**src/rtl/mem_arbiter_pkg.sv**
```systemverilog
// Shared types for the line-memory arbiter between ifetch and MEM stage.
// Optional round-robin tie-break is enabled with MEM_ARB_RR_EN.
package mem_arbiter_pkg;

    typedef logic [11:0]  lc3b_wb_adr;
    typedef logic [127:0] lc3b_line;
    typedef logic [15:0]  lc3b_word;

    typedef enum logic [1:0] {
        ARB_IDLE,
        ARB_SERVE_I,
        ARB_SERVE_D
    } lc3b_arb_state;

    typedef enum logic {
        ARB_SRC_I,
        ARB_SRC_D
    } lc3b_arb_src;

    localparam lc3b_word SEL_ALL = 16'hFFFF;

endpackage

```
**src/rtl/mem_arbiter_if.sv**
```systemverilog
// Bundle of ifetch, data and downstream memory signals around the arbiter.
// slave: arbiter view; master: requesters plus downstream memory view.
interface mem_arbiter_if;
    import mem_arbiter_pkg::*;

    logic       i_read;
    lc3b_wb_adr i_address;
    lc3b_line   i_rdata;
    logic       i_resp;

    logic       d_read;
    logic       d_write;
    lc3b_wb_adr d_address;
    lc3b_line   d_wdata;
    lc3b_word   d_sel;
    lc3b_line   d_rdata;
    logic       d_resp;

    logic       m_read;
    logic       m_write;
    lc3b_wb_adr m_address;
    lc3b_line   m_wdata;
    lc3b_word   m_sel;
    lc3b_line   m_rdata;
    logic       m_resp;

    modport slave (
        input  i_read, i_address,
        input  d_read, d_write, d_address, d_wdata, d_sel,
        input  m_rdata, m_resp,
        output i_rdata, i_resp,
        output d_rdata, d_resp,
        output m_read, m_write, m_address, m_wdata, m_sel
    );

    modport master (
        output i_read, i_address,
        output d_read, d_write, d_address, d_wdata, d_sel,
        output m_rdata, m_resp,
        input  i_rdata, i_resp,
        input  d_rdata, d_resp,
        input  m_read, m_write, m_address, m_wdata, m_sel
    );

endinterface

```
**src/rtl/mem_arbiter_pick.sv**
```systemverilog
// Combinational grant pick from the live requests while the arbiter idles.
// MEM_ARB_RR_EN makes a double request alternate against last_served.
module mem_arbiter_pick
    import mem_arbiter_pkg::*;
(
    input  logic        i_req,
    input  logic        d_req,
    input  logic        starve_hit,
    input  lc3b_arb_src last_served,
    output logic        grant_valid,
    output lc3b_arb_src grant_src
);

    lc3b_arb_src both_src;

`ifdef MEM_ARB_RR_EN
    always_comb begin
        both_src = (last_served == ARB_SRC_I) ? ARB_SRC_D : ARB_SRC_I;
        if (starve_hit) both_src = ARB_SRC_I;
    end
`else
    logic unused_last_served;
    assign unused_last_served = last_served;

    assign both_src = starve_hit ? ARB_SRC_I : ARB_SRC_D;
`endif

    always_comb begin
        grant_valid = i_req | d_req;
        grant_src   = ARB_SRC_D;
        unique case (1'b1)
            (d_req & ~i_req): grant_src = ARB_SRC_D;
            (i_req & ~d_req): grant_src = ARB_SRC_I;
            (i_req &  d_req): grant_src = both_src;
            default:          grant_src = ARB_SRC_D;
        endcase
    end

endmodule

```
**src/rtl/mem_arbiter.sv**
```systemverilog
// Shares one downstream line port between ifetch and data, data first with a starvation guard.
// Define MEM_ARB_RR_EN to alternate grants when both sides request together.
module mem_arbiter
    import mem_arbiter_pkg::*;
#(
    parameter int unsigned STARVE_MAX = 4
) (
    input logic          clk,
    input logic          rst_n,
    mem_arbiter_if.slave bus
);

    localparam logic [3:0] STARVE_LIM = 4'(STARVE_MAX);

    lc3b_arb_state state_q, state_d;
    logic [3:0]    starve_cnt_q, starve_cnt_d;

    logic          d_req;
    logic          starve_hit;
    logic          grant_valid;
    lc3b_arb_src   grant_src;
    lc3b_arb_src   last_served;

    assign d_req      = bus.d_read | bus.d_write;
    assign starve_hit = (starve_cnt_q == STARVE_LIM);

`ifdef MEM_ARB_RR_EN
    lc3b_arb_src last_served_q, last_served_d;
    assign last_served = last_served_q;
`else
    assign last_served = ARB_SRC_I;
`endif

    mem_arbiter_pick u_pick (
        .i_req       (bus.i_read),
        .d_req       (d_req),
        .starve_hit  (starve_hit),
        .last_served (last_served),
        .grant_valid (grant_valid),
        .grant_src   (grant_src)
    );

    always_comb begin
        state_d      = state_q;
        starve_cnt_d = starve_cnt_q;
`ifdef MEM_ARB_RR_EN
        last_served_d = last_served_q;
`endif
        unique case (state_q)
            ARB_IDLE: begin
                if (grant_valid) begin
`ifdef MEM_ARB_RR_EN
                    last_served_d = grant_src;
`endif
                    if (grant_src == ARB_SRC_D) begin
                        state_d = ARB_SERVE_D;
                        // Only a data grant that leaves ifetch waiting counts toward starvation
                        if (!bus.i_read)     starve_cnt_d = '0;
                        else if (!starve_hit) starve_cnt_d = starve_cnt_q + 4'd1;
                    end else begin
                        state_d      = ARB_SERVE_I;
                        starve_cnt_d = '0;
                    end
                end
            end
            ARB_SERVE_I,
            ARB_SERVE_D: begin
                if (bus.m_resp) state_d = ARB_IDLE;
            end
            default: state_d = ARB_IDLE;
        endcase
    end

    always_comb begin
        bus.m_read    = 1'b0;
        bus.m_write   = 1'b0;
        bus.m_address = '0;
        bus.m_wdata   = '0;
        bus.m_sel     = '0;
        bus.i_rdata   = '0;
        bus.i_resp    = 1'b0;
        bus.d_rdata   = '0;
        bus.d_resp    = 1'b0;
        unique case (state_q)
            ARB_SERVE_I: begin
                bus.m_read    = bus.i_read;
                bus.m_address = bus.i_address;
                bus.m_sel     = SEL_ALL;
                bus.i_rdata   = bus.m_rdata;
                bus.i_resp    = bus.m_resp;
            end
            ARB_SERVE_D: begin
                bus.m_read    = bus.d_read;
                bus.m_write   = bus.d_write;
                bus.m_address = bus.d_address;
                bus.m_wdata   = bus.d_wdata;
                bus.m_sel     = bus.d_sel;
                bus.d_rdata   = bus.m_rdata;
                bus.d_resp    = bus.m_resp;
            end
            default: ;
        endcase
    end

    always_ff @(posedge clk or negedge rst_n) begin
        if (!rst_n) begin
            state_q      <= ARB_IDLE;
            starve_cnt_q <= '0;
`ifdef MEM_ARB_RR_EN
            last_served_q <= ARB_SRC_I;
`endif
        end else begin
            state_q      <= state_d;
            starve_cnt_q <= starve_cnt_d;
`ifdef MEM_ARB_RR_EN
            last_served_q <= last_served_d;
`endif
        end
    end

endmodule

```
**src/flat_wrapper.sv**
```systemverilog
// flat-port wrapper written by rule: the top's interface ports become plain ports
module mem_arbiter_flat import mem_arbiter_pkg::*;
#(
    parameter int unsigned STARVE_MAX = 4
)
  (clk, rst_n, bus_i_read, bus_i_address, bus_d_read, bus_d_write, bus_d_address, bus_d_wdata, bus_d_sel, bus_m_rdata, bus_m_resp, bus_i_rdata, bus_i_resp, bus_d_rdata, bus_d_resp, bus_m_read, bus_m_write, bus_m_address, bus_m_wdata, bus_m_sel);
  mem_arbiter_if bus_i ();
  input logic clk;
  input logic rst_n;
  input wire logic [$bits(bus_i.i_read)-1:0] bus_i_read;
  input wire logic [$bits(bus_i.i_address)-1:0] bus_i_address;
  input wire logic [$bits(bus_i.d_read)-1:0] bus_d_read;
  input wire logic [$bits(bus_i.d_write)-1:0] bus_d_write;
  input wire logic [$bits(bus_i.d_address)-1:0] bus_d_address;
  input wire logic [$bits(bus_i.d_wdata)-1:0] bus_d_wdata;
  input wire logic [$bits(bus_i.d_sel)-1:0] bus_d_sel;
  input wire logic [$bits(bus_i.m_rdata)-1:0] bus_m_rdata;
  input wire logic [$bits(bus_i.m_resp)-1:0] bus_m_resp;
  output wire logic [$bits(bus_i.i_rdata)-1:0] bus_i_rdata;
  output wire logic [$bits(bus_i.i_resp)-1:0] bus_i_resp;
  output wire logic [$bits(bus_i.d_rdata)-1:0] bus_d_rdata;
  output wire logic [$bits(bus_i.d_resp)-1:0] bus_d_resp;
  output wire logic [$bits(bus_i.m_read)-1:0] bus_m_read;
  output wire logic [$bits(bus_i.m_write)-1:0] bus_m_write;
  output wire logic [$bits(bus_i.m_address)-1:0] bus_m_address;
  output wire logic [$bits(bus_i.m_wdata)-1:0] bus_m_wdata;
  output wire logic [$bits(bus_i.m_sel)-1:0] bus_m_sel;
  assign bus_i.i_read = bus_i_read;
  assign bus_i.i_address = bus_i_address;
  assign bus_i.d_read = bus_d_read;
  assign bus_i.d_write = bus_d_write;
  assign bus_i.d_address = bus_d_address;
  assign bus_i.d_wdata = bus_d_wdata;
  assign bus_i.d_sel = bus_d_sel;
  assign bus_i.m_rdata = bus_m_rdata;
  assign bus_i.m_resp = bus_m_resp;
  assign bus_i_rdata = bus_i.i_rdata;
  assign bus_i_resp = bus_i.i_resp;
  assign bus_d_rdata = bus_i.d_rdata;
  assign bus_d_resp = bus_i.d_resp;
  assign bus_m_read = bus_i.m_read;
  assign bus_m_write = bus_i.m_write;
  assign bus_m_address = bus_i.m_address;
  assign bus_m_wdata = bus_i.m_wdata;
  assign bus_m_sel = bus_i.m_sel;
  mem_arbiter #(.STARVE_MAX(STARVE_MAX)) u_core (.clk(clk), .rst_n(rst_n), .bus(bus_i));
endmodule
```
**config.mk**
```make
export PLATFORM = sky130hd
export DESIGN_NAME = mem_arbiter_flat
export DESIGN_NICKNAME = d
export VERILOG_FILES = /design/src/rtl/mem_arbiter_pkg.sv /design/src/rtl/mem_arbiter_if.sv /design/src/rtl/mem_arbiter_pick.sv /design/src/rtl/mem_arbiter.sv /design/src/flat_wrapper.sv
export SDC_FILE = /design/constraint.sdc
export NUM_CORES = 1
export LEC_CHECK = 0
export ABC_AREA = 1
export BUFFER_PORTS_ARGS = -buffer_cell sky130_fd_sc_hd__buf_2
export CAP_MARGIN = 20
export CORE_AREA = 2 2 275 277
export CTS_CLUSTER_SIZE = 10
export DETAILED_ROUTE_END_ITERATION = 16
export DIE_AREA = 0 0 277 279
export HOLD_SLACK_MARGIN = 0.12
export PLACE_DENSITY = 0.32
export RECOVER_POWER = 50
export SLEW_MARGIN = 20
export SYNTH_ARGS = -nofsm -noshare
export SYNTH_HDL_FRONTEND = slang
export SYNTH_HIERARCHICAL = 1
export SYNTH_SLANG_ARGS = --single-unit
```
**constraint.sdc**
```tcl
create_clock -name clk -period 3.09 [get_ports clk]
set_clock_uncertainty 0.15 [all_clocks]
set_input_delay 0.4635 -clock clk [delete_from_list [all_inputs] [get_ports clk]]
set_output_delay 0.4635 -clock clk [all_outputs]
set_load 0.03 [all_outputs]
```
==> flow_summary_export.csv <==
group,metric,value,unit
finish,drive_gt1_frac,0.3380,
floorplan,dieArea,77280,um2
placed_design,place_hpwl,25430,um
grt,grt_pass1_vias,6929,
cts,htree_num_levels,1,
cts,cts_made_buffers,3,
power_and_ir_drop,ir_drop,0.0002904,V
finish,multi_input_area,2014,um2
floorplan,ioPinCount,718,
finish,fillerInstances,8990,
sta,fin_hold_ws,0.3983,ns
critical_path,path_max_fanout,44,
routing,dr.first_iter.drc_count,230,
finish,seq_area,150.1,um2
placed_design,gp_congestion,0.7737,
critical_path,r2r_cells,8,
outcome,status,"complete, no violations",
sta,post-route-min-period,2.724,ns
critical_path,slowest_stage,"clkbuf_4",
floorplan,die_h,279,um
sta,finalSetupTns,0,ns
cts,postCtsSetupBuffers,0,
critical_path,cp.buffers_inverters,3,
routing,via_count,7436,
critical_path,cpLargestDelayFamily,"buffers and inverters",
cts,ctsHoldBuffers,1,
critical_path,r2r-end,"u_core/state_q[0]",
power_and_ir_drop,p_leak,7.054,nW
cts,cts_tree,"yes",
critical_path,cp.arrival,2.11,ns
hold_path,hold_depth,2,
synthesis,yosys_warnings,6,
critical_path,critPathCaptureType,"output port",
routing,drc,0,
finish,area.growth.synth_to_final,114.0,%
sta,period_share,0.8816,
critical_path,max_stage_delay,0.51,ns
grt,grt_usage,0.06703,
grt,grt_max_degree,107,
sta,hold_violations,0,
sta,worst_pin_slew,0.6411,ns
hold_path,hold_class,"reg2reg",
grt,gr-total-overflow,0,
sta,slew_viol_final,0,
sta,setup_violations,0,
synthesis,netlist_instances,958,
cts,clockBufferDepth,2,
routing,wl_per_cell,10.98,um
floorplan,initial_core_util,0.05385,
floorplan,die_width,277,um
routing,ant_nets,0,
power_and_ir_drop,total_power,6.417,mW
finish,fin_nets,1960,
synthesis,syn_area_per_cell,4.164,um2
cts,insertion_delay,0.23,ns
critical_path,criticalPathCategory,"reg2out",
synthesis,syn-cell-area,3989,um2
cts,cts.sink_count,6,
hold_path,min_to,"u_core/state_q[1]",
critical_path,worstPathCellList,"inv_1 -> ha_4 -> clkbuf_4 -> nand2_1 -> a21oi_1 -> clkbuf_1",
critical_path,cp-start-kind,"flop",
hold_path,min_from,"u_core/state_q[1]",
sta,fmax,367.1,MHz
routing,dr.pass1.iters,4,
grt,grt_pass1_wl,40400,um
synthesis,syn-num-nets,1265,
power_and_ir_drop,powerDensity,751.8,nW/um2
cts,path_clk_slew,0.03,ns
routing,via_per_inst,2.834,
routing,wl,28810,um
finish,fin_util,0.1152,
sta,slew_headroom,0.5726,
sta,rsz0062_at_grt,"false",
critical_path,reg2reg_from,"u_core/state_q[0]",
cts,root_buffer,"clkbuf_16",
run,cap_violations,0,
grt,antenna_found_initial,8,
placed_design,io_buffers,717,
floorplan,core,74070,um2
critical_path,critical_path_required,2.48,ns
cts,cts.repair.resized,0,
floorplan,num_rows,100,
critical_path,r2r_slack,1.28,ns
## sequential cells by signal, indices dropped and copies added, names as in the netlist
name,cells
u_core/state_q,2
u_core/starve_cnt_q,4
## worst max path at each step
stage	end	startpoint	cells past startpoint	slack (ns)
floorplan	bus_m_address[2]	u_core/state_q[0]	6	0.96
global placement	bus_m_address[2]	u_core/state_q[0]	6	0.72
detailed placement	bus_m_address[2]	u_core/state_q[0]	6	0.73
CTS	bus_m_address[2]	u_core/state_q[0]	6	0.48
global route	bus_m_wdata[126]	u_core/state_q[0]	7	0.19
finish	bus_m_address[11]	u_core/state_q[1]	6	0.37
## cell usage in the layout, fill, tap and decap left out, drive strengths merged, types with 3 or more instances in the layout
cell and n:
a21oi 29, buf 549, clkbuf 195, dfrtp 6, diode 4, ha 5
inv 399, nand2 450, nand3 4, nand4 4, nor2 3, or2 3
## through the flow
| stage | worst slack [ns] | cells | instance area, um2 |
|---|---|---|---|
| floorplan | 0.9616 | 958 | 3989 |
| global placement | 0.7227 | 2616 | 8723 |
| detailed placement | 0.7291 | 2616 | 8723 |
| CTS | 0.4804 | 2620 | 8808 |
| global route | 0.1917 | 2620 | 8524 |
| finish | 0.3659 | 2624 | 8534 |
## power by group
group / total (mW) / internal (mW) / switching (mW)
Sequential: 0.136 / 0.103 / 0.0330
Combinational: 6.07 / 1.48 / 4.59
Clock: 0.210 / 0.166 / 0.0443
## layer usage
metal  share of wire  global-route usage  up-vias
met5          0.0020                   0        -
met4           0.030             0.02048       10
met3           0.080             0.01489       40
met2            0.53              0.1375      433
met1            0.36             0.06554     3082
li1                -                   -     3871
## final cells by class
class,instances,area share
Tap cell,969,0.1421
Antenna cell,4,0.001173
Timing Repair Buffer,742,0.4189
Clock buffer,3,0.008796
Multi-Input combinational cell,501,0.2360
Sequential cell,6,0.01759
Inverter,399,0.1755
## tightest hold or removal path, delay by kind of cell (launching register included)
kind          cells  cell delay (ns)
flops             1             0.40
simple gates      2             0.12
No activity file was read; power rests on OpenSTA's default activity.
